$ cat src/rtl/dm_load_ext_pkg.sv
// Shared MIPS definitions for the data-memory load/store paths.
// Opcode constants are used by the load extender here and by the store side
// for its byte-enable decode.
package mips_defs;

  typedef enum logic [5:0] {
    OP_LB  = 6'b100000,
    OP_LH  = 6'b100001,
    OP_LW  = 6'b100011,
    OP_LBU = 6'b100100,
    OP_LHU = 6'b100101,
    OP_SB  = 6'b101000,
    OP_SH  = 6'b101001,
    OP_SW  = 6'b101011
  } opcode_e;

  // True for any of the five load opcodes.
  function automatic logic is_load(input logic [5:0] op);
    return op inside {OP_LB, OP_LH, OP_LW, OP_LBU, OP_LHU};
  endfunction

endpackage

$ cat src/rtl/dm_load_ext_load_extender.sv
// load_extender: purely combinational byte/half/word extraction with sign or
// zero extension. Little-endian: offset 0 selects bits 7:0.
// Ports:
//   word   - raw 32-bit memory word
//   off    - byte offset within the word
//   op     - instruction opcode (ir[31:26])
//   result - extended load result (0 for non-load opcodes)
module load_extender
  import mips_defs::*;
(
  input  logic [31:0] word,
  input  logic [1:0]  off,
  input  logic [5:0]  op,
  output logic [31:0] result
);

  logic [15:0] half;
  logic [7:0]  byte_sel;

  always_comb begin
    half = off[1] ? word[31:16] : word[15:0];
    unique case (off)
      2'd0:    byte_sel = word[7:0];
      2'd1:    byte_sel = word[15:8];
      2'd2:    byte_sel = word[23:16];
      default: byte_sel = word[31:24];
    endcase
  end

  always_comb begin
    result = '0;
    case (op)
      OP_LW:   result = word;
      OP_LH:   result = {{16{half[15]}}, half};
      OP_LHU:  result = {16'h0000, half};
      OP_LB:   result = {{24{byte_sel[7]}}, byte_sel};
      OP_LBU:  result = {24'h000000, byte_sel};
      default: result = '0;
    endcase
  end

endmodule

$ cat src/rtl/dm_load_ext.sv
// dm_load_ext: W-stage read-side companion of the data memory.
// Flags load address errors in M, registers the memory word across the M/W
// boundary, and extracts/extends the load result for writeback.
// Ports:
//   clk, reset  - clock, synchronous active-high reset
//   stall       - hold M/W register contents
//   flush       - insert bubble into W (beats stall)
//   addr_m      - load byte address in M
//   ir_m        - instruction in M
//   dout_m      - raw word read from data memory
//   adel_m      - load in M has address error (combinational)
//   ir_w        - registered instruction in W
//   ld_valid_w  - W holds a legal load to write back
//   ld_data_w   - extended load result (0 when not valid)
module dm_load_ext
  import mips_defs::*;
#(
  parameter int unsigned DM_WORDS = 2048,
  parameter logic [31:0] DM_BASE  = 32'h0000_0000
) (
  input  logic        clk,
  input  logic        reset,
  input  logic        stall,
  input  logic        flush,
  input  logic [31:0] addr_m,
  input  logic [31:0] ir_m,
  input  logic [31:0] dout_m,
  output logic        adel_m,
  output logic [31:0] ir_w,
  output logic        ld_valid_w,
  output logic [31:0] ld_data_w
);

  // 33 bits so a full 4 GiB memory size still compares correctly.
  localparam logic [32:0] DM_BYTES = 33'(DM_WORDS) * 33'd4;

  logic [5:0]  op_m;
  logic        load_m;
  logic        misaligned;
  logic        out_of_range;
  logic [31:0] rel_addr;

  logic [31:0] word_w;
  logic [1:0]  off_w;
  logic        valid_w;
  logic [31:0] ext_data;

  assign op_m   = ir_m[31:26];
  assign load_m = is_load(op_m);

  always_comb begin
    misaligned = 1'b0;
    case (op_m)
      OP_LW:         misaligned = (addr_m[1:0] != 2'b00);
      OP_LH, OP_LHU: misaligned = addr_m[0];
      default:       misaligned = 1'b0;
    endcase
  end

  always_comb begin
    rel_addr     = addr_m - DM_BASE;
    out_of_range = (addr_m < DM_BASE) || ({1'b0, rel_addr} >= DM_BYTES);
  end

  assign adel_m = load_m && (misaligned || out_of_range);

  // Reset and flush both clear to a bubble, so they share a branch.
  always_ff @(posedge clk) begin
    if (reset || flush) begin
      ir_w    <= '0;
      word_w  <= '0;
      off_w   <= '0;
      valid_w <= 1'b0;
    end else if (!stall) begin
      ir_w    <= ir_m;
      word_w  <= dout_m;
      off_w   <= addr_m[1:0];
      valid_w <= load_m && !adel_m;
    end
  end

  load_extender u_load_extender (
    .word   (word_w),
    .off    (off_w),
    .op     (ir_w[31:26]),
    .result (ext_data)
  );

  assign ld_valid_w = valid_w;
  assign ld_data_w  = valid_w ? ext_data : '0;

endmodule

$ cat config.mk
export PLATFORM = sky130hd
export DESIGN_NAME = dm_load_ext
export DESIGN_NICKNAME = d
export VERILOG_FILES = /design/src/rtl/dm_load_ext_pkg.sv /design/src/rtl/dm_load_ext_load_extender.sv /design/src/rtl/dm_load_ext.sv
export SDC_FILE = /design/constraint.sdc
export NUM_CORES = 1
export LEC_CHECK = 0
export CORE_UTILIZATION = 42
export CTS_BUF_LIST = sky130_fd_sc_hd__clkbuf_2 sky130_fd_sc_hd__clkbuf_4 sky130_fd_sc_hd__clkbuf_8
export DETAILED_ROUTE_END_ITERATION = 8
export PLACE_DENSITY = 0.94
export SETUP_SLACK_MARGIN = 0.02
export SYNTH_ARGS = -nofsm -noshare
export SYNTH_HDL_FRONTEND = slang
export SYNTH_HIERARCHICAL = 1
export SYNTH_SLANG_ARGS = --single-unit
$ cat constraint.sdc
create_clock -name clk -period 2.7 [get_ports clk]
set_input_delay 0.54 -clock clk [delete_from_list [all_inputs] [get_ports clk]]
set_output_delay 0.54 -clock clk [all_outputs]
set_load 0.1 [all_outputs]
Yosys cells after proc, flatten, opt, wreduce, memory -nomap -nowiden
Cells that the tools add are included.

Latch bits: 0. Memory bits (read-only): 0. Bits in writable memories: 0. Register bits: 67. Input port bits: 100. Memories: 0. Output and inout bits: 66.

Reduce and logical (&&, ||, !) cells: 10. Divide/modulo/power cells: 0. Order comparisons: 2. Bitwise gates (word level): 0. Multiply operators: 0. $add $sub $neg: 0. Mux-type cells: 5. Shift-type cells: 0. Eq/ne operators: 12.

Operators with widths (number): one-hot mux 32 bit (5 select lines) (1); equality test 6 bit, second input constant (10); greater-or-equal comparator 32 x 14 -> 1 bit, second input constant (1); less-than comparator 32 x 1 -> 1 bit, second input constant (1); 2-to-1 mux 32 bit (1); one-hot mux 8 bit (3 select lines) (1); 2-to-1 mux 16 bit (1); nonzero test 5 bit (1); logical OR 1 bit (3); equality test 2 x 1 -> 1 bit, second input constant (1); equality test 2 bit, second input constant (1); logical AND 1 bit (2); zero test 2 bit (1); one-hot mux 1 bit (2 select lines) (1); nonzero test 2 bit (1); OR reduction 2 bit (1); zero test 1 bit (1).

Logic depth before layout (Yosys ltp)
Gate-level depths: netlist (run 1).

Word-level depth: 7. Gate-level depth with buffers: 7. Mapped depth without buffers: 4.

Hierarchy
The synthesis (run 1) kept the hierarchy.

Modules (own cells, without submodules): dm_load_ext (cells each 271, times used 1, area an instance 2680.1 µm²); load_extender (cells each 74, times used 1, area an instance 752.0 µm²).

Worst setup path after synthesis (run 1)
OpenSTA, ideal clock, no wires.

Path kind: in2out. Start point: input ir_m[29]. End point: output adel_m. Required time: 2.160 ns. Setup slack: -0.985 ns. Buffers on the path: 0. Stages: 3. Arrival time: 3.145 ns. Cell sequence: nor2_1 -> a311oi_2 -> a221oi_1.

Cells in the longest elaborated chain, start to end: 5. Elaborated cells between the ends (all ways): 10. Classes of those cells: eq/ne (5); mux (1); reduce/logical (4).

RTL lines: start, declared (RTL line dm_load_ext.sv:26) `input logic [31:0] ir_m,`; equality test 6 bit (RTL line dm_load_ext_pkg.sv:19, dm_load_ext.sv:53); OR reduction 2 bit (RTL line dm_load_ext.sv:53) `case (op_m)`; one-hot mux 1 bit (2 select lines) (RTL line dm_load_ext.sv:53); logical OR 1 bit (RTL line dm_load_ext.sv:65) `assign adel_m = load_m && (misaligned || out_of_range);`; logical AND 1 bit * (RTL line dm_load_ext.sv:65); end, declared (RTL line dm_load_ext.sv:28) `output logic adel_m,`.

Every way passes the cells marked *; elsewhere a longest branch is shown, timed or not.

Worst setup path after layout (run 1)
Start point: register ir_w[30]. End point: output ld_data_w[29].

Cells in the longest elaborated chain, start to end: 3. Elaborated cells between the ends (all ways): 7. Classes of those cells: eq/ne (5); mux (2).

RTL lines: start, declared (RTL line dm_load_ext.sv:29) `output logic [31:0] ir_w,`; start signal, assigned (RTL line dm_load_ext.sv:75) `ir_w <= ir_m;`; equality test 6 bit (RTL line dm_load_ext_load_extender.sv:32) `case (op)`; one-hot mux 32 bit (5 select lines) * (RTL line dm_load_ext_load_extender.sv:32); net ext_data[29] (RTL line dm_load_ext.sv:46) `logic [31:0] ext_data;`; 2-to-1 mux 32 bit * (RTL line dm_load_ext.sv:90) `assign ld_data_w = valid_w ? ext_data : '0;`; end, declared (RTL line dm_load_ext.sv:31) `output logic [31:0] ld_data_w`.

Mark *: on every way through the listed nets, which the timed path passes. The rest lies on a longest branch.

==> run summary, run 1 <==
H-tree lvl count: 3
Switch Pwr: 0.000697 W
Post-synth EDFFs: 0
filler-free cell count of the finished design: 617
Rel. slew slack: 72.4%
hold_buf cts: 0
Tot GR Track Use: 26.8%
synth top area cells: dfxtp_1, mux2i_1, nor2_1
final setup margin: -0.0790 ns
Vias/cell: 5.83
clk root buf: clkbuf_8
io pins: 166
area grow syn2layout: 78.5%
worst skew pair latency: 0.34 ns
clock transition at the registers of the reported paths: 0.08 ns
crit path max fanout: 8
Crit path required time: 2.16 ns
vias in the first global route: 3,456
dpl cells: 588
antenna fix cells: 0
Setup Skew: 0 ns
starting DRC count in detailed routing: 375
DR DRC count: 0
dominant cell type by area after synthesis: dfxtp_1
Setup WS pre-CTS: -0.341 ns
CTS tree: built
Max Root-Sink Buffers: 2
ys async rst share: 0%
final WL: 13.2 mm
RSZ-0062 raised after global routing: yes
Synth top area share: 39.1%
Mean Syn Cell Area: 9.95 sq um
Mapped Nets: 445
pwr dens: 429 mW/mm^2
Comb power frac: 18.4%
Crit Path Category: flop to output pin
hold path startpoint: ir_w[7]$_SDFFE_PP0N_
Wirelength per Cell: 21.4 microns
Arr. time, crit path: 2.24 ns
Setup-failing EPs final: 25
mapped cell area: 0.00343 sq mm
failing checks: negative setup slack
RR Startpoint: word_w[31]$_SDFFE_PP0N_
DIE AREA: 0.00854 sq mm
Core Rows: 32
GP Congestion: 0.864
Fin Hold WS: 0.505 ns
Hold Path Class: flop to flop
type of origin of the critical path: flop
clock period minus worst slack: 2.78 ns
Yosys cell types: 33
Final Hold Vio Count: 0
detailed placer's ending HPWL: 7.82 mm
register area share after synthesis: 39.1%
initial antenna violation count: 0
I/O Buffers: 154
first-pass GRT wire length: 17.5 mm
Lkg Pwr: 2.56 nW
footprint of the multi-input gates: 0.00228 sq mm
Cells after Synth: 345
Switching Fraction: 26.5%
clock net sink count: 67
#FFs+latches synth: 67
cell with the most instances after synthesis: nor2_1
worst vdd ir: 0.000409 V
Power Internal: 0.00193 W
Pre-antenna DRT Iters: 5
sequential share of power: 40.2%
Fillers: 464
worst slew pin tran: 0.414 ns
Max Slew Vio Count: 0
total CTS buffers: 9
die height: 92.4 microns
Crit. Startpoint: ir_w[30]$_SDFFE_PP0N_
Remaining Overflow, GRT: 0
Initial Utilization: 44.0%
largest net degree at the start of global routing: 35
ratio of cells with drive above 1 in the final layout: 38.8%
Synth Warn #: 6
total of max-cap violations: 0
Register Area: 0.00136 sq mm
nature of the critical path endpoint: output pin
maximum clock rate: 360 MHz
Core ar.: 0.00781 sq mm
Antenna Violating Nets Remaining: 0
nets: 610
vias: 3,595
Top FF cell, synth: dfxtp_1
list of most frequent post-synthesis cells: nor2_1, mux2i_1, dfxtp_1
outcome: finished with violations
Horiz. Die Dim: 92.4 microns
Clk pwr share: 41.4%
fin crit share: 103%
[routing by layer]
layer / part of all wire (%) / vias up / track usage (%)
met5: 0 / - / 0
met1: 37 / 1690 / 30.5
met2: 48 / 265 / 44.0
li1: - / 1566 / -
met3: 9.8 / 74 / 8.13
met4: 6.0 / 0 / 16.3
[final cells by class]
class / instances / share of cell area (%)
Multi-Input combinational cell: 247 / 37.2
Timing Repair Buffer: 185 / 34.3
Sequential cell: 67 / 22.2
Clock buffer: 12 / 2.70
Tap cell: 102 / 2.08
Clock inverter: 4 / 1.55
[critical path, stage by stage, from the launching register on]
cell and delay, ns:
dfxtp_4 0.37, buf_6 0.12, nor4bb_4 0.34, and3b_2 0.37, clkbuf_16 0.22, o2bb2ai_2 0.11
and2_4 0.18, buf_12 0.17
[worst paths after layout]
kind / to / cells past startpoint / slack, ns
worst min-delay path: ir_w[7]$_SDFFE_PP0N_ / 2 / 0.50
worst max-delay path: ld_data_w[29] / 7 / -0.08
worst max register to register: word_w[31]$_SDFFE_PP0N_ / 3 / 1.69
worst min register to register: ir_w[7]$_SDFFE_PP0N_ / 2 / 0.50
[power groups by stage]
stage	combinational [W]	sequential, W	clock, W
3_3_place_gp	0.000437	0.00107	0
5_1_grt	0.000505	0.00106	0.00115
2_1_floorplan	0.000143	0.00117	0
4_1_cts	0.000457	0.00105	0.00108
3_5_place_dp	0.000446	0.00107	0
6_report	0.000484	0.00106	0.00109
[cells in the final DEF, fill, tap and decap left out, types with 2 or more instances in the layout]
| cell type | n |
|---|---|
| a221o_1 | 8 |
| a221o_2 | 7 |
| and2_4 | 32 |
| and3b_1 | 7 |
| buf_12 | 35 |
| buf_4 | 54 |
| buf_6 | 5 |
| bufinv_16 | 3 |
| clkbuf_16 | 2 |
| clkbuf_8 | 12 |
| clkdlybuf4s50_1 | 87 |
| dfxtp_1 | 60 |
| dfxtp_2 | 4 |
| dfxtp_4 | 3 |
| mux2_4 | 2 |
| mux2i_1 | 69 |
| mux4_2 | 8 |
| nand2_1 | 4 |
| nor2_1 | 69 |
| nor3_1 | 2 |
| nor4_1 | 2 |
| nor4_2 | 2 |
| nor4bb_4 | 2 |
| o2bb2ai_2 | 10 |
| o2bb2ai_4 | 6 |
| or2b_4 | 2 |
[metrics by stage]
| step | total power, W | setup TNS [ns] | area [sq um] | util, % |
|---|---|---|---|---|
| finish | 0.00263 | -0.864 | 6120 | 78.4 |
| global route | 0.00271 | -2.28 | 6120 | 78.4 |
| CTS | 0.00259 | 0 | 5780 | 74.1 |
| detailed placement | 0.00152 | -2.64 | 5410 | 69.3 |
| global placement | 0.00150 | -2.37 | 5410 | 69.3 |
| floorplan | 0.00132 | 0 | 3500 | - |
[logic make-up (layout without fill, tap and decap cells)]
kind of cell / count (synthesis) / count (layout) / share of synthesized area, %
mux: 78 / 79 / 26.4
flops: 67 / 67 / 39.1
buf+inv: 33 / 201 / 4.81
compound gates: 37 / 37 / 10.3
simple gates: 130 / 131 / 19.5
[repair_timing]
| action | 4_1_cts | 5_1_grt |
|---|---|---|
| pin swaps | 4 | 21 |
| gates resized for setup | 41 | 49 |
| setup endpoints to repair | 32 | 32 |
| gates cloned | 1 | 5 |
| setup buffers | 1 | 6 |
[state kept, by name (all words and copies together), names as in the netlist]
signal	count
ld_valid_w	1
ir_w	32
word_w	32
off_w	2
(Power assumes the default switching activity.)
==> run 2: changes to the inputs <==
Settings changed: GPL_ROUTABILITY_DRIVEN set to 0.
==> results of run 2 <==
Final layout, timing and power as in run 1 (identical DEF).
==> run 3: changes to the inputs <==
Settings changed: CTS_CLUSTER_SIZE set to 16, SETUP_SLACK_MARGIN 0.02 to 0.15, SLEW_MARGIN set to 10.
==> run 3 against run 2 <==
  * The flow still finishes with violations (negative setup slack)
  * Count of clock-buffer cells in the layout decreased by 2
  * Design area decreased by 1.3%
  * Hold slack got worse by 0.0027 ns
  * Sequential power about the same
  * Final cell count decreased by 0.65%
  * Clock power decreased by 14%
  * Clock skew unchanged
  * Power decreased by 5.9%
==> run summary, run 3 (synthesis gave the netlist of run 1 again) <==
outcome: finished with violations (unchanged)
failing checks: negative setup slack (unchanged)
type of origin of the critical path: flop (unchanged)
Crit path required time: 2.16 ns (about the same)
io pins: 166 (unchanged)
clock transition at the registers of the reported paths: 0.08 ns (about the same)
Fin Hold WS: 0.502 ns (was 0.505 ns)
area grow syn2layout: 76.2% (was 78.5%)
clk root buf: clkbuf_8 (unchanged)
Lkg Pwr: 2.59 nW (was 2.56 nW)
nature of the critical path endpoint: output pin (unchanged)
most frequent cells in the layout: clkdlybuf4s50_1, mux2i_1, nor2_1, dfxtp_1, buf_4 (was clkdlybuf4s50_1, nor2_1, mux2i_1, dfxtp_1, buf_4)
total of max-cap violations: 0 (unchanged)
vias: 3,552 (was 3,595)
Arr. time, crit path: 2.20 ns (was 2.24 ns)
Crit Path Category: flop to output pin (unchanged)
final WL: 12.9 mm (was 13.2 mm)
maximum clock rate: 365 MHz (was 360 MHz)
vias in the first global route: 3,682 (was 3,456)
Fillers: 477 (was 464)
nets: 606 (was 610)
clock net sink count: 67 (unchanged)
Vias/cell: 5.79 (was 5.83)
crit path max fanout: 3 (was 8)
Final Hold Vio Count: 0 (unchanged)
Setup Skew: 0 ns (unchanged)
initial antenna violation count: 0 (unchanged)
first-pass GRT wire length: 19.4 mm (was 17.5 mm)
Core Rows: 32 (unchanged)
met1 wire length: 4.68 mm (was 4.85 mm)
Antenna Violating Nets Remaining: 0 (unchanged)
starting DRC count in detailed routing: 364 (was 375)
DIE AREA: 0.00854 sq mm (unchanged)
pwr dens: 409 mW/mm^2 (was 429 mW/mm^2)
Remaining Overflow, GRT: 0 (unchanged)
detailed placer's ending HPWL: 8.09 mm (was 7.82 mm)
Wirelength per Cell: 21.0 microns (was 21.4 microns)
RSZ-0062 raised after global routing: yes (unchanged)
Max Root-Sink Buffers: 2 (unchanged)
hold_buf cts: 0 (unchanged)
Top Layer Used: met4 (unchanged)
clock period minus worst slack: 2.74 ns (was 2.78 ns)
DR DRC count: 0 (unchanged)
Tot GR Track Use: 29.5% (was 26.8%)
Regs by FF count: ir_w x32, word_w x32, off_w x2 (unchanged)
commonest non-fill, non-tap cell in the layout: clkdlybuf4s50_1 (unchanged)
Max Slew Vio Count: 0 (unchanged)
CTS tree: built (unchanged)
Layout Utilization: 77.5% (was 78.4%)
Core ar.: 0.00781 sq mm (unchanged)
I/O Buffers: 154 (unchanged)
final setup margin: -0.0418 ns (was -0.0790 ns)
WL met2: 6.40 mm (was 6.29 mm)
die height: 92.4 microns (unchanged)
fin crit share: 102% (was 103%)
Setup TNS: -0.223 ns (was -0.864 ns)
H-tree lvl count: 3 (unchanged)
worst skew pair latency: 0.34 ns (about the same)
met3 WL: 1.25 mm (was 1.30 mm)
Pre-antenna DRT Iters: 5 (unchanged)
antenna fix cells: 0 (unchanged)
largest net degree at the start of global routing: 41 (was 35)
worst slew pin tran: 0.427 ns (was 0.414 ns)
Hold Path Class: flop to flop (unchanged)
total CTS buffers: 9 (unchanged)
ratio of cells with drive above 1 in the final layout: 39.5% (was 38.8%)
Horiz. Die Dim: 92.4 microns (unchanged)
Setup-failing EPs final: 14 (was 25)
Rel. slew slack: 71.6% (was 72.4%)
Initial Utilization: 44.0% (unchanged)
worst vdd ir: 0.000423 V (was 0.000409 V)
-- run 3: final cells by class --
class / count / area, sq um / area share, %
clock buffers: 10 / 131 / 2.17
clock inverters: 6 / 90.1 / 1.49
multi-input cells: 247 / 2240 / 37.1
flip-flops and latches: 67 / 1360 / 22.4
well taps: 102 / 128 / 2.11
repair buffers: 181 / 2100 / 34.7
-- run 3: routing by layer --
metal  vias up  track usage [%]
met3        60             7.64
met4         0             16.8
met1      1703             33.4
met2       232             50.2
met5         -                0
li1       1557                -
-- run 3: worst paths after layout --
| kind | from | to | slack, ns | depth (start not counted) |
|---|---|---|---|---|
| setup / recovery | off_w[0]$_SDFFE_PP0N_ | ld_data_w[9] | -0.04 | 6 |
| hold / removal | ir_w[24]$_SDFFE_PP0N_ | ir_w[24]$_SDFFE_PP0N_ | 0.50 | 2 |
| setup reg to reg | ld_valid_w$_SDFFE_PP0N_ | ld_valid_w$_SDFFE_PP0N_ | 1.72 | 4 |
| hold reg to reg | ir_w[24]$_SDFFE_PP0N_ | ir_w[24]$_SDFFE_PP0N_ | 0.50 | 2 |
-- run 3: stage by stage --
step | power (W) | cell area (sq um) | cells | worst slack, ns
floorplan | 0.00132 | 3540 | 345 | 0.171
global placement | 0.00150 | 5460 | 586 | -0.323
detailed placement | 0.00152 | 5460 | 586 | -0.0173
CTS | 0.00246 | 6000 | 613 | -0.0270
global route | 0.00256 | 6050 | 613 | -0.0807
finish | 0.00247 | 6050 | 613 | -0.0418
-- run 3: power breakdown --
part,switching [W],internal [W],total [W]
registers,0.0000366,0.00102,0.00106
logic,0.000262,0.000223,0.000485
clock network,0.000401,0.000532,0.000933
total,0.000700,0.00177,0.00247
-- run 3: critical path, stage by stage (launching register included) --
cell	delay (ns)
dfxtp_2	0.36
mux4_2	0.52
nor4bb_4	0.17
buf_4	0.16
a221o_2	0.31
and2_4	0.18
buf_12	0.16
-- run 3: repair_timing --
action / 4_1_cts / 5_1_grt
setup endpoints to repair: 33 / 33
gates resized for setup: 54 / 18
setup buffers: 7 / 0
pin swaps: 21 / 14
cloned: 4 / 0
